### src/rtl/button_debounce.sv
// Debounces a raw board input pin into a clean level, one-cycle press and
// release strobes, and a modulo-256 tally of accepted presses.
module button_debounce #(
   parameter int CNT_WIDTH  = 16,
   parameter bit ACTIVE_LOW = 1'b0
) (
   input  logic       CLK,
   input  logic       RESETN,
   input  logic       I,
   output logic       O,
   output logic       PRESS,
   output logic       RELEASE,
   output logic [7:0] COUNT
);

   typedef enum logic [1:0] {
      STABLE_LO,
      WAIT_HI,
      STABLE_HI,
      WAIT_LO
   } state_t;

   localparam logic [CNT_WIDTH-1:0] MAX = '1;
   localparam logic [CNT_WIDTH-1:0] ONE = {{(CNT_WIDTH-1){1'b0}}, 1'b1};

   logic                 meta;
   logic                 sync;
   logic                 s;
   logic [CNT_WIDTH-1:0] cnt;
   state_t               state;

   // Flops reset to the idle pin level so reset never looks like a press.
   always_ff @(posedge CLK or negedge RESETN) begin
      if (!RESETN) begin
         meta <= ACTIVE_LOW;
         sync <= ACTIVE_LOW;
      end else begin
         meta <= I;
         sync <= meta;
      end
   end

   assign s = sync ^ ACTIVE_LOW;

   always_ff @(posedge CLK or negedge RESETN) begin
      if (!RESETN) begin
         state   <= STABLE_LO;
         cnt     <= '0;
         O       <= 1'b0;
         PRESS   <= 1'b0;
         RELEASE <= 1'b0;
         COUNT   <= 8'd0;
      end else begin
         PRESS   <= 1'b0;
         RELEASE <= 1'b0;
         case (state)
            STABLE_LO: begin
               if (s) begin
                  state <= WAIT_HI;
                  cnt   <= '0;
               end
            end
            WAIT_HI: begin
               if (!s) begin
                  state <= STABLE_LO;
                  cnt   <= '0;
               end else if (cnt == MAX) begin
                  state <= STABLE_HI;
                  cnt   <= '0;
                  O     <= 1'b1;
                  PRESS <= 1'b1;
                  COUNT <= COUNT + 8'd1;
               end else begin
                  cnt <= cnt + ONE;
               end
            end
            STABLE_HI: begin
               if (!s) begin
                  state <= WAIT_LO;
                  cnt   <= '0;
               end
            end
            WAIT_LO: begin
               if (s) begin
                  state <= STABLE_HI;
                  cnt   <= '0;
               end else if (cnt == MAX) begin
                  state   <= STABLE_LO;
                  cnt     <= '0;
                  O       <= 1'b0;
                  RELEASE <= 1'b1;
               end else begin
                  cnt <= cnt + ONE;
               end
            end
            default: begin
               state <= STABLE_LO;
               cnt   <= '0;
            end
         endcase
      end
   end

endmodule

### config.mk
export PLATFORM = sky130hd
export DESIGN_NAME = button_debounce
export DESIGN_NICKNAME = d
export VERILOG_FILES = /design/src/rtl/button_debounce.sv
export SDC_FILE = /design/constraint.sdc
export NUM_CORES = 1
export LEC_CHECK = 0
export ABC_AREA = 1
export CELL_PAD_IN_SITES_DETAIL_PLACEMENT = 0
export CELL_PAD_IN_SITES_GLOBAL_PLACEMENT = 1
export CORE_MARGIN = 2
export CORE_UTILIZATION = 45
export DETAILED_ROUTE_END_ITERATION = 12
export PLACE_DENSITY_LB_ADDON = 0.1
export SYNTH_ARGS = -nofsm -noshare
export SYNTH_HDL_FRONTEND = slang
export SYNTH_SLANG_ARGS = --single-unit
### constraint.sdc
create_clock -name CLK -period 4.85 [get_ports CLK]
set_clock_uncertainty 0.15 [all_clocks]
set_input_delay 0.485 -clock CLK [delete_from_list [all_inputs] [get_ports CLK]]
set_output_delay 0.485 -clock CLK [all_outputs]
set_load 0.03 [all_outputs]
==> summary.md <==
| Metric | Value |
|---|---|
| Routability cong. | 0.814 |
| Worst vdd ir | approximately 0.17 mV |
| Die X | 66.0 um |
| Routed wire length | roughly 3.5 mm |
| Rows | 22 |
| Clock Pin Slew Worst Setup and Hold Paths | 0.07 ns |
| Startpoint Class | register |
| Netlist cell types | 24 |
| Pre-Repair DR Iteration Count | 4 |
| Critical-path top delay cell | clkdlybuf4s50_1 |
| TNS Setup | 0 ns |
| Flop-to-flop setup slack | 3.00 ns |
| Deepest clock path buffer count | 2 |
| Fin crit share | 43.1% |
| Register area share after synthesis | 44.9% |
| Hold Violations, Final | 0 |
| Crit path time final | 2.09 ns |
| Vias per Instance | 4.87 |
| Core Region | 3690 um2 |
| CP endpoint kind | output pin |
| # IOs | 14 |
| Ys flop type | dfrtp_1 |
| Full die area | 4350 um2 |
| R2R cell count | 8 |
| Placed wire-length estimate | roughly 2.5 mm |
| FF-to-FF End | cnt[9] |
| Clock Latency Late Sink | roughly 0.28 ns |
| Final core occ | 55.0% |
| Headroom to the max-slew limit | a little under three fifths |
| Vias after detailed routing | 1438 |
| First-pass GRT wire length | 5.88 mm |
| WP data required | 4.22 ns |
| CP arrival | 1.46 ns |
| Root buffer cell | clkbuf_8 |
| Initial antenna violation count | 0 |
| Nets | 251 |
| Slew of the pin with the lowest slew margin | 0.665 ns |
| Initial Util | around 47% |
| Cell family with most CP delay | buffers and inverters |
| Compound-Gate Fraction of Synth Area | 7.97% |
| FF-to-FF Start | cnt[0] |
| Dominant combinational cell family by area after synthesis | simple AND/OR/NAND/NOR gates |
| Overflow after GRT | 0 |
| Num CTS Buffers | 5 |
| CTS Sinks | 31 |
| Status | finished clean |
| DR iter-0 viols | between 50 and 60 |
| # port buffers | 13 |
| Post-route ant nets | 0 |
| Mean Syn Cell Area | ~7.6 um2 |
| Postcts setup bufs | 0 |
| Hold Path Class | register to register |
| H-tree depth | 2 |
| Buf/Inv on CP | 1 |
| Unrepaired setup endpoints after global routing | false |
| Worst Path Max Fanout | 5 |
| Post-synthesis mux area share | 0% |
| Worst-path cell chain | clkdlybuf4s50_1 |
| Max Clock Freq | around 0.48 GHz |
| MaxCap Viol Count | 0 |
| Hold buffer count at cts | 0 |
| Die height | 66.0 um |
| PostCTS Resize Cnt | 0 |
| Post-Synthesis Net Count | 232 |
| Layout area overhead | 17.3% |
| Leakage | 0.919 nW |
| Slowest stage delay, CP | 0.71 ns |
| Vias in the first global route | 1310 |
| Post-Synth Adder-Cell Area | ~1.4% |
| GRT Total Usage | 17.9% |
| Ys async rst share | 100% |
| Drt drc | 0 |
| Hold Path Depth | 0 |
| Pin count of the biggest net entering global routing | 32 |
| Max Slew Vio Count | 0 |
| Post-Synth Simple-Gate Area | 33.4% |
| Synth Area in XOR/XNOR | 5.07% |
| CTS tree | built |
| Hold_sp | meta |
| Endpoints failing setup | 0 |
| EDFF count, synth | 0 |
| Hold Crit Endpoint | s |
| Antenna cells | 0 |
| Yosys warns | 0 |
| Cell Pwr Density | 270 nW/um2 |
| Kind of critical path | register to output pin |
| Mapped cell area | 1730 um2 |
| Drt wl/cell | approximately 12 um |
| Post-Synthesis Cells | 227 |
| Synth Register Bits | 31 |
| Layout cells sized above 1 | 12.6% |
## metal layers
layer  global-route usage (%)  vias to the layer above  part of all wire [%]
li1                         -                      738                     -
met1                     22.5                      672                    49
met2                     29.7                       24                    46
met3                     5.11                        4                   3.7
met4                     6.12                        0                   1.2
met5                        0                        -                     0
## area by class of cell
| cell class | instances | area, um2 |
|---|---|---|
| inverter | 29 | 109 |
| clock inverter | 2 | 35.0 |
| tap | 48 | 60.1 |
| sequential | 31 | 776 |
| multi-input combinational | 165 | 827 |
| fill | 355 | 1660 |
| clock buffer | 6 | 82.6 |
| timing repair buffer | 14 | 138 |
## report_power, final
part	total [mW]	switching, mW	leakage [nW]	internal [mW]
registers	0.264	0.00275	0.425	0.261
logic	0.0179	0.0132	0.432	0.00469
clock network	0.265	0.0988	0.0612	0.166
## kinds of logic (layout without fill, tap and decap cells)
kind of cell	Yosys count	in the layout
AND/OR/NAND/NOR	130	130
flip-flops	31	31
XOR/XNOR	10	10
adder cells (fa/ha/maj)	2	2
buffers and inverters	31	51
AO/OA/AOI/OAI	23	23
## sequential cells by signal, summed over array words and instances (netlist names), named ones only
signal   count
s            1
O            1
cnt         16
COUNT        8
meta         1
PRESS        1
state        1
RELEASE      1
## worst register-to-register path: stages (launching register included)
cell and delay [ns]:
dfrtp_1 0.41, ha_1 0.24, nand2_1 0.12, nor2_4 0.07
nand3_1 0.12, nor2_2 0.07, nor2_1 0.37, nand3_1 0.14
nand2_1 0.09
## worst max-delay path by stage
stage | start | endpoint | slack, ns | depth (start not counted)
after global placement | COUNT[3] | COUNT[3] | 3.10 | 1
final | COUNT[3] | COUNT[3] | 2.76 | 1
after global routing | COUNT[3] | COUNT[3] | 2.72 | 1
after floorplan | cnt[0] | COUNT[5] | 3.26 | 9
after CTS | COUNT[3] | COUNT[3] | 2.76 | 1
after detailed placement | cnt[0] | cnt[9] | 3.04 | 8
## layout by cell type, fill, tap and decap left out
cell type	count
a21oi_1	1
buf_4	1
bufinv_16	1
clkbuf_8	6
clkdlybuf4s50_1	13
clkinv_2	1
dfrtp_1	31
ha_1	2
inv_1	26
inv_2	3
nand2_1	83
nand2_2	5
nand2_4	1
nand3_1	11
nand3_4	1
nand4_1	2
nor2_1	18
nor2_2	4
nor2_4	3
nor3_1	1
o21ai_0	4
o21ai_1	11
o21ai_2	4
o21bai_1	3
or2_2	1
xnor2_1	5
xor2_1	5
## per-stage QoR
step                      instance area (um2)  setup slack [ns]  cells  hold slack, ns  power, mW
after floorplan                          1730              3.26    227          0.0394      0.277
after global placement                   1910              3.10    287           0.190      0.286
after detailed placement                 1910              3.04    287           0.199      0.287
after CTS                                2030              2.76    295           0.214      0.555
after global routing                     2030              2.72    295           0.228      0.567
final                                    2030              2.76    295           0.211      0.547
## synthesized netlist by cell type (2+ instances only)
master,number,area [um2]
o21bai_1,3,22.5
nor2_1,18,67.6
nand2_2,5,31.3
inv_1,26,97.6
o21ai_0,4,20.0
nor2_4,3,33.8
o21ai_2,4,35.0
nand2_1,83,312
o21ai_1,11,55.1
nor2_2,4,25.0
nand4_1,2,12.5
nand3_1,11,55.1
inv_2,3,11.3
ha_1,2,25.0
dfrtp_1,31,776
xor2_1,5,43.8
xnor2_1,5,43.8
Power figures use the tool's default switching activity.
